===== src/rtl/fetch_stall_ctrl.sv =====
// Front-end pipeline register controller: owns PC, IF/ID and the ID/EX control bundle,
// applies hazard-unit stall/bubble requests and EX-stage redirects, and keeps perf counters.
module fetch_stall_ctrl #(
    parameter int                XLEN      = 32,
    parameter logic [XLEN-1:0]   RESET_PC  = 32'h00000000,
    parameter int                CTRL_W    = 12,
    parameter int                CNT_W     = 16,
    parameter logic [31:0]       NOP_INSTR = 32'h00000013
) (
    input  logic              clock,
    input  logic              reset,
    input  logic              enable,
    input  logic              PCWrite,
    input  logic              if_id_write,
    input  logic              nopMux_select,
    input  logic              branch_taken,
    input  logic [XLEN-1:0]   branch_target,
    input  logic [31:0]       imem_instr,
    input  logic [CTRL_W-1:0] id_ctrl_in,
    output logic [XLEN-1:0]   pc_out,
    output logic [XLEN-1:0]   if_id_pc,
    output logic [31:0]       if_id_instr,
    output logic              if_id_valid,
    output logic [CTRL_W-1:0] id_ex_ctrl,
    output logic              id_ex_valid,
    output logic              stall_active,
    output logic              flush_active,
    output logic [CNT_W-1:0]  stall_cycles,
    output logic [CNT_W-1:0]  flush_count
);

    typedef enum logic [1:0] {
        ST_RUN   = 2'd0,
        ST_STALL = 2'd1,
        ST_FLUSH = 2'd2
    } state_t;

    localparam logic [CNT_W-1:0] CNT_MAX = {CNT_W{1'b1}};

    state_t state;
    state_t state_next;

    always_ff @(posedge clock) begin
        if (reset) begin
            state <= ST_RUN;
        end else if (enable) begin
            state <= state_next;
        end
    end

    // A redirect always wins; otherwise PCWrite alone decides between stalling and running.
    always_comb begin
        state_next = ST_RUN;
        case (state)
            ST_RUN, ST_STALL, ST_FLUSH: begin
                if (branch_taken) begin
                    state_next = ST_FLUSH;
                end else if (!PCWrite) begin
                    state_next = ST_STALL;
                end else begin
                    state_next = ST_RUN;
                end
            end
            default: state_next = ST_RUN;
        endcase
    end

    assign stall_active = (state == ST_STALL);
    assign flush_active = (state == ST_FLUSH);

    always_ff @(posedge clock) begin
        if (reset) begin
            pc_out       <= RESET_PC;
            if_id_pc     <= '0;
            if_id_instr  <= NOP_INSTR;
            if_id_valid  <= 1'b0;
            id_ex_ctrl   <= '0;
            id_ex_valid  <= 1'b0;
            stall_cycles <= '0;
            flush_count  <= '0;
        end else if (enable) begin
            if (branch_taken) begin
                // Squash both younger stages; IF/ID looks exactly as it does out of reset.
                pc_out      <= branch_target;
                if_id_pc    <= '0;
                if_id_instr <= NOP_INSTR;
                if_id_valid <= 1'b0;
                id_ex_ctrl  <= '0;
                id_ex_valid <= 1'b0;
                if (flush_count != CNT_MAX) begin
                    flush_count <= flush_count + 1'b1;
                end
            end else begin
                if (PCWrite) begin
                    pc_out <= pc_out + XLEN'(4);
                end else if (stall_cycles != CNT_MAX) begin
                    stall_cycles <= stall_cycles + 1'b1;
                end
                if (if_id_write) begin
                    if_id_instr <= imem_instr;
                    if_id_pc    <= pc_out;
                    if_id_valid <= 1'b1;
                end
                if (nopMux_select) begin
                    id_ex_ctrl  <= '0;
                    id_ex_valid <= 1'b0;
                end else begin
                    id_ex_ctrl  <= id_ctrl_in;
                    id_ex_valid <= if_id_valid;
                end
            end
        end
    end

endmodule


===== config.mk =====
export PLATFORM = sky130hd
export DESIGN_NAME = fetch_stall_ctrl
export DESIGN_NICKNAME = d
export VERILOG_FILES = /design/src/rtl/fetch_stall_ctrl.sv
export SDC_FILE = /design/constraint.sdc
export NUM_CORES = 1
export LEC_CHECK = 0
export BUFFER_PORTS_ARGS = -buffer_cell sky130_fd_sc_hd__buf_2
export CAP_MARGIN = 40
export CORE_MARGIN = 2
export CORE_UTILIZATION = 45
export DETAILED_ROUTE_END_ITERATION = 8
export GPL_ROUTABILITY_DRIVEN = 0
export HOLD_SLACK_MARGIN = 0.06
export PLACE_DENSITY = 0.76
export SYNTH_ARGS = -nofsm -noshare
export SYNTH_HDL_FRONTEND = slang
export SYNTH_SLANG_ARGS = --single-unit

===== constraint.sdc =====
create_clock -name clock -period 2.2 [get_ports clock]
set_input_delay 0.22 -clock clock [delete_from_list [all_inputs] [get_ports clock]]
set_output_delay 0.22 -clock clock [all_outputs]
set_load 0.005 [all_outputs]

; ---- Word-level counts from Yosys, hierarchy flattened
; Index checks and enable logic that the tools add are counted.
[word_totals]
reg_bits = 144
output_inout_bits = 144
[classes]
n_addsub = 3
eq_ne = 4
muxes = 15
bitwise_logic = 2
n_reduce_logical = 8
[ops]
columns = operator, n
row1 = $mux 32, 6
row2 = $add 16x1->16 const B, 2
row3 = $add 32x3->32 const B, 1
row4 = $ne 16x16->1 const B, 2
row5 = $mux 12, 2
row6 = $mux 1, 5
row7 = $mux 2, 2
row8 = $reduce_and 2->1, 2
row9 = $reduce_and 4->1, 1
row10 = $reduce_bool 2->1, 2
row11 = $reduce_and 3->1, 1
row12 = $reduce_or 3->1, 1
row13 = $eq 2x1->1 const B, 1
row14 = $eq 2x2->1 const B, 1
row15 = $logic_not 2->1, 1
row16 = $not 1->1, 2

; ---- Longest topological paths before layout
[depth]
ltp_word = 3
mapped_depth = 8

; ---- Worst setup path after synthesis
; No wires, ideal clock.
[synth_timing]
kind = register to register
from = reg pc_out[2]
to = reg pc_out[28]
setup_ns = 0.121
arrival_ns = 2.013
path_slack_ns = 0.067
stages_incl_launch_ff = 7
period_less_slack_ns = 2.133
cell_sequence = dfxtp_1 -> ha_1 -> nand4_1 -> or3_2 -> nor4_4 -> nand3_1 -> mux2_2
[synth_via]
elab_chain_cells = 3
[synth_rtl]
columns = element, line
row1 = from (decl), 20  ; output logic [XLEN-1:0] pc_out,
row2 = from (signal assigned), 84  ; pc_out <= branch_target;
row3 = from (signal assigned), 95  ; pc_out <= pc_out + XLEN'(4);
row4 = $add 32x3->32, 95
row5 = $mux 32, 94  ; if (PCWrite) begin
row6 = $mux 32, 82  ; if (branch_taken) begin
; No other way between the ends. The select of a mux whose other input is x is not followed.
; A chain may end at the register's enable or synchronous reset.

; ---- Worst setup path in the final report
[layout_timing]
from = reg pc_out[5]
to = reg pc_out[24]
; Same word-level chain as after synthesis.

==> flow_metrics.py <==
metrics = {
    "routing": {
        "antenna_left": 0,
        "drt_iter0_drc": 663,
        "via_per_inst": 5.60,
        "drtPass1Iterations": 5,
        "drt_wl_total_um": 20300,
        "detail_route.wl_per_cell_um": 16.7,
        "vias": 6782,
        "drc": 0,
    },
    "floorplan": {
        "initial_core_util": 0.458,
        "core_mm2": 0.0138,
        "die_h_um": 123,
        "fp.dieW_um": 123,
        "rows": 43,
        "io_pins": 227,
        "design.die.area_mm2": 0.0151,
    },
    "worst_setup_path": {
        "startpoint_type": "flop",
        "critPathKind": "flop to flop",
        "rr_endpoint": "pc_out[24]",
        "r2r_slack_ps": 140,
        "cp_max_fo": 11,
        "crit_arrival_ps": 2360,
        "cp-startpoint": "pc_out[5]",
        "end_kind": "flop",
        "rr_startpoint": "pc_out[5]",
        "rr_worst_depth": 6,
        "crit_required_ps": 2500,
        "crit_end": "pc_out[24]",
    },
    "sta": {
        "finalMaxSlewViolations": 0,
        "setup_viol": 0,
        "tns_ps": 0,
        "clock_skew_ps": 7.63,
        "finalCriticalPeriod_ps": 2060,
        "hold_violations": 0,
        "worst_slew_pin_slew_ps": 701,
        "max_freq_mhz": 485,
        "slew-limit-headroom": 0.532,
        "rsz0062_at_grt": "no",
        "period_share": 0.937,
    },
    "power": {
        "seq_power_share": 0.451,
        "pwr-share-clk": 0.449,
        "powerDensity_mw_per_mm2": 698,
        "p_leak_nw": 3.83,
        "p_int_w": 0.00457,
        "power_frac_comb": 0.100,
        "vdd_ir_drop_max_mv": 0.499,
        "swShare": 0.252,
        "p_switching_w": 0.00154,
    },
    "synth": {
        "ys_types": 56,
        "synthesis.area_mm2": 0.00634,
        "synth_async_sr_flop_share": 0,
        "synth_top_family_by_area": "simple AND/OR/NAND/NOR gates",
        "synthAdderAreaFrac": 0.00592,
        "ys_seq_area_frac": 0.455,
        "syn_area_per_cell_um2": 8.41,
        "synth_edf_count": 0,
        "synth_compound_area_frac": 0.197,
        "synth_nets": 840,
        "synth_top_flop_cell": "dfxtp_1",
        "synth.area.mux_share": 0.0209,
        "synth_cells": 754,
        "synth_xor_xnor_area_share": 0.0318,
        "ys.warnings.count": 0,
        "ys_seq_elements": 144,
        "synth_simple_gate_area_frac": 0.251,
    },
    "grt": {
        "grt_pass1_vias": 6250,
        "grt.total_usage": 0.268,
        "grt_antenna_before_repair": 1,
        "grt_pass1_wl_um": 31900,
        "overflow": 0,
        "grt_max_degree": 62,
    },
    "clocking": {
        "h-tree-depth": 4,
        "numCtsBuffers": 17,
        "cts_tree": "yes",
        "clk_latency_ps": 420,
        "clock_path_buffers": 2,
        "path_clk_slew_ps": 60,
        "clockRootBuffer": "clkbuf_16",
        "cts_resized": 0,
        "clock_sinks": 144,
    },
    "place": {
        "place_hpwl_um": 13200,
        "io_buffer_count": 226,
        "place_area_mm2": 0.00776,
    },
    "cells_and_area": {
        "layout_common_cells": "buf_2, dfxtp_1, nor2_1",
        "drive_gt1_frac": 0.297,
        "syn_to_final_growth_pct": 38.1,
        "fin_area_mm2": 0.00875,
        "post-route-util": 0.633,
        "nets": 1103,
        "layout_commonest_cell": "buf_2",
    },
    "hold_path": {
        "hold_start": "imem_instr[1]",
        "hold_class": "input pin to flop",
    },
    "job": {
        "cap_violations": 0,
    },
    "status": {
        "status": "finished, final reports clean",
    },
}
Yosys cell counts, drive strengths merged (4+ instances only):
master  number  area share
a211oi       9       0.011
a21oi       47       0.037
a22oi       68       0.081
a31oi        9      0.0089
and3        12       0.012
and4        10       0.014
buf          6      0.0049
clkbuf      52       0.031
dfxtp      144        0.45
inv          5      0.0030
mux2i       11       0.017
nand2       48       0.028
nand2b       5      0.0049
nand3       31       0.026
nand4       22       0.023
nor2       134       0.079
nor2b       18       0.018
nor3        16       0.013
nor4        12       0.017
o21ai       16       0.013
o22ai        8      0.0079
o31ai        5      0.0059
o41ai        4      0.0055
or3          4      0.0041
xnor2       13       0.018
xor2        10       0.014
worst min path at each step:
stage	endpoint	slack [ps]	cells past startpoint
6_report	if_id_instr[1]	80	3
3_5_place_dp	id_ex_ctrl[9]	460	3
3_3_place_gp	id_ex_ctrl[8]	440	3
4_1_cts	if_id_instr[28]	60	3
5_1_grt	if_id_instr[1]	60	3
2_1_floorplan	pc_out[0]	360	2
power groups by stage:
stage	logic, W	clock network [W]	registers (W)
after floorplan	0.000279	0	0.00280
after global placement	0.000540	0	0.00280
after detailed placement	0.000546	0	0.00281
after CTS	0.000605	0.00279	0.00275
after global routing	0.000670	0.00292	0.00276
final	0.000613	0.00275	0.00275
what timing repair did:
| action | 4_1_cts | 5_1_grt |
|---|---|---|
| buffers inserted | 0 | 1 |
| endpoints found under the setup margin | 0 | 1 |
| endpoints found under the hold margin | 42 | 0 |
| hold buffers | 42 | 0 |
routing by layer:
layer,GRT usage,wire (um),vias up
li1,-,-,3270
met1,0.351,8790,3150
met2,0.417,9490,320
met3,0.0688,1440,42
met4,0.116,524,0
met5,0,0,-
worst max-delay path: stages (launching register included):
cell,delay [ps]
dfxtp_1,470
nand4_1,180
or3_2,530
buf_4,210
nor3_2,200
a21oi_1,90
a311o_1,260
cell type report:
cell class                 count  area [um2]
antenna                        1        2.50
clock buffer                  19         453
clock inverter                13         113
fill                        1174        5070
inverter                       5        18.8
multi-input combinational    547        3230
sequential                   144        2880
tap                          180         225
timing repair buffer         302        1830
kinds of logic (layout without fill, tap and decap cells):
| family | Yosys count | count (layout) |
|---|---|---|
| AND/OR/NAND/NOR | 321 | 321 |
| flip-flops | 144 | 144 |
| AO/OA/AOI/OAI | 187 | 187 |
| other | 0 | 1 |
| multiplexers | 13 | 13 |
| buffers and inverters | 63 | 339 |
| adder cells (fa/ha/maj) | 3 | 3 |
| XOR/XNOR | 23 | 23 |
per-stage QoR:
| stage | power (W) | std cells | hold WS (ps) | worst slack, ps |
|---|---|---|---|---|
| 2_1_floorplan | 0.00308 | 754 | 356 | 66.7 |
| 3_3_place_gp | 0.00334 | 1135 | 442 | 229 |
| 3_5_place_dp | 0.00335 | 1135 | 456 | 169 |
| 4_1_cts | 0.00614 | 1209 | 62.7 | 161 |
| 5_1_grt | 0.00635 | 1211 | 60.4 | 66.4 |
| 6_report | 0.00611 | 1211 | 83.4 | 139 |
sequential cells by signal, indices dropped and copies added (netlist names):
| register | count |
|---|---|
| flush_count | 16 |
| id_ex_ctrl | 12 |
| id_ex_valid | 1 |
| if_id_instr | 32 |
| if_id_pc | 32 |
| if_id_valid | 1 |
| pc_out | 32 |
| stall_cycles | 16 |
| state | 2 |
Note: power is estimated with default switching activity, not from simulation.
